$ cat src/rtl/maxnet_n_if.sv
// Request/result bundle for the maxnet_n winner-take-all engine.
//
// Handshake: start is a request that the engine samples only while busy is
// low (and rst is low). done is a one-cycle valid pulse. The result fields
// are valid while done is high and stay stable until the next accepted start.
// When a start is accepted the result fields clear. There is no backpressure;
// the requester must not rely on a start issued while busy is high.
interface maxnet_n_if #(
  parameter int N  = 4,
  parameter int W  = 32,
  parameter int IW = 8
);
  localparam int LN = (N > 1) ? $clog2(N) : 1;

  logic            start;
  logic [W-1:0]    epsilon;
  logic [N*W-1:0]  a_in;
  logic            busy;
  logic            done;
  logic [LN-1:0]   winner_idx;
  logic [W-1:0]    out;
  logic [IW-1:0]   iterations;
  logic            no_winner;
  logic            timeout;
  logic [2:0]      dbg_state;

  modport master (
    output start, epsilon, a_in,
    input  busy, done, winner_idx, out, iterations, no_winner, timeout, dbg_state
  );

  modport slave (
    input  start, epsilon, a_in,
    output busy, done, winner_idx, out, iterations, no_winner, timeout, dbg_state
  );
endinterface

$ cat src/rtl/maxnet_n.sv
// Iterative MAXNET winner-take-all engine. Each iteration sums all
// activations, then rewrites every channel as max(0, a_i - eps*(sum - a_i))
// one channel per cycle, then commits the new set. Stops when at most one
// channel is non-zero or when the iteration cap is reached.
module maxnet_n #(
  parameter int N        = 4,
  parameter int W        = 32,
  parameter int FRAC     = 16,
  parameter int MAX_ITER = 255,
  parameter int IW       = 8
) (
  input  logic        clk,
  input  logic        rst,
  maxnet_n_if.slave   bus
);
  localparam int LN = (N > 1) ? $clog2(N) : 1;
  localparam int AW = W + LN;        // sum of N W-bit values never overflows
  localparam int PW = W + AW;        // full eps * (sum - a_i) product
  localparam int CW = $clog2(N + 1); // non-zero channel count
  localparam logic [LN-1:0] LAST_IDX = LN'(N - 1);
  localparam logic [IW-1:0] ITER_CAP = IW'(MAX_ITER);

  typedef enum logic [2:0] {
    S_IDLE, S_CHECK, S_SUM, S_UPDATE, S_COMMIT, S_DONE
  } state_t;

  state_t         state_q;
  logic [W-1:0]   a_q [N];
  logic [W-1:0]   b_q [N];
  logic [W-1:0]   eps_q;
  logic [AW-1:0]  acc_q;
  logic [LN-1:0]  idx_q;
  logic [IW-1:0]  iter_q;

  logic           done_q;
  logic [LN-1:0]  widx_q;
  logic [W-1:0]   out_q;
  logic [IW-1:0]  iters_q;
  logic           nw_q;
  logic           to_q;

  logic [CW-1:0]  nz_d;
  logic [LN-1:0]  win_d;
  logic [W-1:0]   win_val_d;
  logic [AW-1:0]  others_d;
  logic [PW-1:0]  prod_d;
  logic [PW-1:0]  p_d;
  logic [W-1:0]   b_d;

  // Count non-zero channels and find the lowest-index non-zero one.
  always_comb begin
    nz_d      = '0;
    win_d     = '0;
    win_val_d = '0;
    for (int i = N - 1; i >= 0; i--) begin
      if (a_q[i] != '0) begin
        nz_d      = nz_d + CW'(1);
        win_d     = LN'(i);
        win_val_d = a_q[i];
      end
    end
  end

  // Inhibited value of channel idx_q, clamped at zero, from the old a[].
  always_comb begin
    others_d = acc_q - AW'(a_q[idx_q]);
    prod_d   = PW'(eps_q) * PW'(others_d);
    p_d      = prod_d >> FRAC;
    b_d      = (p_d >= PW'(a_q[idx_q])) ? '0 : a_q[idx_q] - p_d[W-1:0];
  end

  // Controller, datapath registers and registered result outputs.
  always_ff @(posedge clk) begin
    if (rst) begin
      state_q <= S_IDLE;
      for (int i = 0; i < N; i++) begin
        a_q[i] <= '0;
        b_q[i] <= '0;
      end
      eps_q   <= '0;
      acc_q   <= '0;
      idx_q   <= '0;
      iter_q  <= '0;
      done_q  <= 1'b0;
      widx_q  <= '0;
      out_q   <= '0;
      iters_q <= '0;
      nw_q    <= 1'b0;
      to_q    <= 1'b0;
    end else begin
      done_q <= 1'b0;
      case (state_q)
        S_IDLE: begin
          if (bus.start) begin
            for (int i = 0; i < N; i++) a_q[i] <= bus.a_in[i*W +: W];
            eps_q   <= bus.epsilon;
            iter_q  <= '0;
            widx_q  <= '0;
            out_q   <= '0;
            iters_q <= '0;
            nw_q    <= 1'b0;
            to_q    <= 1'b0;
            state_q <= S_CHECK;
          end
        end
        S_CHECK: begin
          if (nz_d <= CW'(1) || iter_q == ITER_CAP) begin
            widx_q  <= win_d;
            out_q   <= win_val_d;
            iters_q <= iter_q;
            nw_q    <= (nz_d == '0);
            to_q    <= (nz_d > CW'(1));
            done_q  <= 1'b1;
            state_q <= S_DONE;
          end else begin
            idx_q   <= '0;
            acc_q   <= '0;
            state_q <= S_SUM;
          end
        end
        S_SUM: begin
          acc_q <= acc_q + AW'(a_q[idx_q]);
          if (idx_q == LAST_IDX) begin
            idx_q   <= '0;
            state_q <= S_UPDATE;
          end else begin
            idx_q <= idx_q + LN'(1);
          end
        end
        S_UPDATE: begin
          b_q[idx_q] <= b_d;
          if (idx_q == LAST_IDX) begin
            idx_q   <= '0;
            state_q <= S_COMMIT;
          end else begin
            idx_q <= idx_q + LN'(1);
          end
        end
        S_COMMIT: begin
          for (int i = 0; i < N; i++) a_q[i] <= b_q[i];
          iter_q  <= iter_q + IW'(1);
          state_q <= S_CHECK;
        end
        S_DONE:  state_q <= S_IDLE;
        default: state_q <= S_IDLE;
      endcase
    end
  end

  assign bus.busy       = (state_q != S_IDLE);
  assign bus.done       = done_q;
  assign bus.winner_idx = widx_q;
  assign bus.out        = out_q;
  assign bus.iterations = iters_q;
  assign bus.no_winner  = nw_q;
  assign bus.timeout    = to_q;
  assign bus.dbg_state  = state_q;
endmodule

$ cat src/flat_wrapper.sv
// flat-port wrapper written by rule: the top's interface ports become plain ports
module maxnet_n_flat 
#(
  parameter int N        = 4,
  parameter int W        = 32,
  parameter int FRAC     = 16,
  parameter int MAX_ITER = 255,
  parameter int IW       = 8
)
  (clk, rst, bus_start, bus_epsilon, bus_a_in, bus_busy, bus_done, bus_winner_idx, bus_out, bus_iterations, bus_no_winner, bus_timeout, bus_dbg_state);
  maxnet_n_if #(.N(N), .W(W), .IW(IW)) bus_i ();
  input  logic clk;
  input  logic rst;
  input wire logic [$bits(bus_i.start)-1:0] bus_start;
  input wire logic [$bits(bus_i.epsilon)-1:0] bus_epsilon;
  input wire logic [$bits(bus_i.a_in)-1:0] bus_a_in;
  output wire logic [$bits(bus_i.busy)-1:0] bus_busy;
  output wire logic [$bits(bus_i.done)-1:0] bus_done;
  output wire logic [$bits(bus_i.winner_idx)-1:0] bus_winner_idx;
  output wire logic [$bits(bus_i.out)-1:0] bus_out;
  output wire logic [$bits(bus_i.iterations)-1:0] bus_iterations;
  output wire logic [$bits(bus_i.no_winner)-1:0] bus_no_winner;
  output wire logic [$bits(bus_i.timeout)-1:0] bus_timeout;
  output wire logic [$bits(bus_i.dbg_state)-1:0] bus_dbg_state;
  assign bus_i.start = bus_start;
  assign bus_i.epsilon = bus_epsilon;
  assign bus_i.a_in = bus_a_in;
  assign bus_busy = bus_i.busy;
  assign bus_done = bus_i.done;
  assign bus_winner_idx = bus_i.winner_idx;
  assign bus_out = bus_i.out;
  assign bus_iterations = bus_i.iterations;
  assign bus_no_winner = bus_i.no_winner;
  assign bus_timeout = bus_i.timeout;
  assign bus_dbg_state = bus_i.dbg_state;
  maxnet_n #(.N(N), .W(W), .FRAC(FRAC), .MAX_ITER(MAX_ITER), .IW(IW)) u_core (.clk(clk), .rst(rst), .bus(bus_i));
endmodule
$ cat config.mk
export PLATFORM = sky130hd
export DESIGN_NAME = maxnet_n_flat
export DESIGN_NICKNAME = d
export VERILOG_FILES = /design/src/rtl/maxnet_n_if.sv /design/src/rtl/maxnet_n.sv /design/src/flat_wrapper.sv
export SDC_FILE = /design/constraint.sdc
export NUM_CORES = 2
export LEC_CHECK = 0
export CELL_PAD_IN_SITES_DETAIL_PLACEMENT = 1
export CELL_PAD_IN_SITES_GLOBAL_PLACEMENT = 2
export CORE_ASPECT_RATIO = 2
export CORE_MARGIN = 2
export CORE_UTILIZATION = 40
export DETAILED_ROUTE_END_ITERATION = 12
export PLACE_DENSITY_LB_ADDON = 0.1
export RECOVER_POWER = 50
export SYNTH_ARGS = -nofsm -noshare
export SYNTH_HDL_FRONTEND = slang
export SYNTH_SLANG_ARGS = --single-unit
$ cat constraint.sdc
create_clock -name clk -period 16.6 [get_ports clk]
set_input_delay 1.66 -clock clk [delete_from_list [all_inputs] [get_ports clk]]
set_output_delay 1.66 -clock clk [all_outputs]
set_load 0.005 [all_outputs]
==> run summary <==
Largest net degree at the start of global routing -> 86
Chip height -> 547 um
RSZ-0062 raised after global routing -> no
Layout cells sized above 1 -> 0.0454
# setup viols final -> 0
Arr. time, crit path -> 16.14 ns
Startpoint types -> register
Top cell by count, worst path -> fa_1
CP max stage cell -> mux4_2
Buffers added on ports -> 211
CP endpoint kind -> register
Worst-path clk slew -> 0.07 ns
Total number of yosys warnings -> 0
H-tree levels -> 2
Mux cell area share after synthesis -> 0.0137
Worst path bufs/invs -> 9
Core Area -> 147,000 sq um
CTS Hold Bufs -> 0
Synth Area in Adders -> 0.410
Mapped Area -> 58,900 sq um
DRT Wirelength -> 220 mm
Number of distinct library cells after synthesis -> 87
CTS sink count -> 382
Worst setup path category -> register to register
Die width -> 275 um
Clock Path Buffers -> 3
Hold Path Class -> register to register
# DRC -> 0
Fillcell total -> 16.7k
Total Routing Usage GR -> 0.299
Fmax -> 63.7 MHz
Vias in the first global route -> 54.2k
Post-synthesis register bit count -> 382
Area grow syn2layout -> 8.87%
Placed cell area -> 62,800 sq um
Hold WS -> 0.451 ns
Starting DRT DRC Count -> 2,247
Clock skew -> 0.0756 ns
Post-Synth Simple-Gate Area -> 0.179
GRT Residual Overflow -> 0
Syn_nets -> 8,009
Vias -> 46.9k
First-pass GRT wire length -> 334 mm
Cts bufs inserted -> 39
Outcome -> finished with violations
Mean area per synthesized cell -> 9.07 sq um
IO Pins -> 212
DRT Pass-1 Iters -> 5
Failing checks -> capacitance limit, slew limit
Final hold viol count -> 0
Die Area -> 150,000 sq um
Compound-gate portion of the synthesized area -> 0.110
Rel. slew slack -> -1.72
Initial core utilization -> 0.401
Routability Congestion -> 0.977
Final Instance Area -> 64,100 sq um
Final nets -> 7,916
Post-Syn Instances -> 6,492
Initial antenna violation count -> 10
XOR/XNOR Fraction of Synth Area -> 0.0177
Slew Viols, Final -> 577
Largest family of logic cells by synthesized area -> adder cells
EDFF count, synth -> 256
Setup TNS Final -> 0 ns
Period Utilization, post-route -> 0.945
Root Driver -> clkbuf_16
WHS Path Cells -> 2
Crit-path max cell delay -> 0.64 ns
Post-DRT Antenna Nets -> 0
Highest fanout seen on the critical path -> 38
CTS tree -> built
Dpl ws -> 0.210 ns
Post-route setup slack -> 0.912 ns
Worst-Skew Late Latency -> 0.64 ns
Reg2Reg Depth -> 47
Worst path required time -> 17.05 ns
DP HPWL -> 176 mm
Fin crit period -> 15.69 ns
FFs w/ async S/R, synth -> 0
Worst path top cell family by delay -> adder cells
Seq/Total Area, Yosys -> 0.173
Via-per-instance ratio -> 5.63
Max_cap viols -> 14
Ys flop type -> edfxtp_1
Critical path depth -> 47
DR WL/cell -> 26.3 um
Row count -> 199
Worst-Margin Slew -> 4.08 ns
path summary, 6_finish.rpt:
kind / slack, ns / start / end
worst max-delay path: 0.91 / register / u_core.b_q[1][2]$_SDFFCE_PN0P_
worst min-delay path: 0.45 / u_core.bus.out[18]$_SDFFE_PP0P_ / u_core.bus.out[18]$_SDFFE_PP0P_
worst max register to register: 0.91 / register / u_core.b_q[1][2]$_SDFFCE_PN0P_
worst min register to register: 0.45 / u_core.bus.out[18]$_SDFFE_PP0P_ / u_core.bus.out[18]$_SDFFE_PP0P_
layout make-up:
class	count	area, sq um	area share
clock inverter	21	262	0.00408
tap	1909	2390	0.0373
clock buffer	50	1090	0.0170
sequential	382	10200	0.159
timing repair buffer	327	2950	0.0460
antenna	3	7.51	0.000117
inverter	1036	3890	0.0607
multi-input combinational	4613	43300	0.675
cell usage in the layout (no fill, tap or decap), types with 35 or more instances in the layout:
cell,instances
nand2b_1,43
dlygate4sd3_1,49
and2_1,415
nand3_1,155
o21ai_0,98
nor3_1,83
a21o_1,91
clkdlybuf4s50_1,161
o211ai_1,49
a21oi_1,329
nor4_1,46
clkbuf_16,39
and3_1,39
nand2_1,789
nor2b_1,55
a31oi_1,52
dfxtp_1,117
nor2_1,287
nor3b_1,37
ha_1,393
xnor2_1,60
inv_1,1035
buf_4,109
xor2_1,39
edfxtp_1,256
fa_1,958
or4_1,35
a22o_1,129
state kept, by name (all words and copies together), names as in the netlist, named ones only:
| register | flops |
|---|---|
| u_core.bus.timeout | 1 |
| u_core.iter_q | 8 |
| u_core.eps_q | 32 |
| u_core.bus.no_winner | 1 |
| u_core.bus.iterations | 8 |
| u_core.bus.dbg_state | 3 |
| u_core.acc_q | 34 |
| u_core.a_q | 128 |
| u_core.bus.out | 32 |
| u_core.bus.done | 1 |
| u_core.bus.winner_idx | 2 |
| u_core.idx_q | 2 |
| u_core.b_q | 128 |
metal layers:
layer,track usage,share of wire,vias to the layer above
met4,0.136,0.053,8
met2,0.587,0.56,1132
met5,0,0.00022,-
met1,0.315,0.36,24700
met3,0.0242,0.028,445
li1,-,-,20700
cell families (layout without fill, tap and decap cells):
group / after synthesis / count (layout)
muxes: 40 / 40
DFF: 382 / 382
xor gates and xnor gates: 119 / 119
other: 0 / 3
adders and majority gates: 1354 / 1354
and+or+nand+nor: 2135 / 2135
buffers and inverters: 1497 / 1434
AOI/OAI and AO/OA: 965 / 965
per-stage QoR:
| stage | instances | utilization |
|---|---|---|
| finish | 8341 | 0.437 |
| global route | 8339 | 0.437 |
| CTS | 8338 | 0.437 |
| detailed placement | 8267 | 0.428 |
| global placement | 8267 | 0.428 |
| floorplan | 6492 | - |
timing repair:
action,in CTS,in global routing
endpoints found under the hold margin,0,0
setup buffers,0,0
setup endpoints to repair,0,128
gates resized for setup,0,3
cell usage after synthesis (all sizes together) (19+ instances only):
library cell | n | area share
xor2 | 41 | 0.0061
fa | 958 | 0.33
o21bai | 34 | 0.0043
edfxtp | 256 | 0.13
o21a | 19 | 0.0024
nand3b | 33 | 0.0042
and3 | 39 | 0.0041
a31oi | 52 | 0.0055
nor2b | 56 | 0.0060
o311a | 22 | 0.0037
nor3 | 84 | 0.0071
nand3 | 157 | 0.013
inv | 1035 | 0.066
nand2 | 789 | 0.050
xnor2 | 78 | 0.012
a21oi | 331 | 0.028
ha | 396 | 0.084
nor3b | 38 | 0.0048
nand2b | 44 | 0.0047
a21o | 91 | 0.012
buf | 30 | 0.0027
nor2 | 298 | 0.019
nand4 | 33 | 0.0035
o21ai | 107 | 0.0091
o211ai | 49 | 0.0062
mux4 | 32 | 0.012
and2 | 416 | 0.044
nor4 | 47 | 0.0052
dfxtp | 126 | 0.043
or4 | 35 | 0.0045
a22o | 129 | 0.019
clkbuf | 431 | 0.027
or3 | 34 | 0.0036
tightest hold or removal path: stages, from the launching register on:
cell	delay (ns)
dfxtp_1	0.31
nand2_1	0.05
a21oi_1	0.05
Power is not shown: default switching activity piles up to over one toggle a cycle in this logic, so the estimate is an artifact.
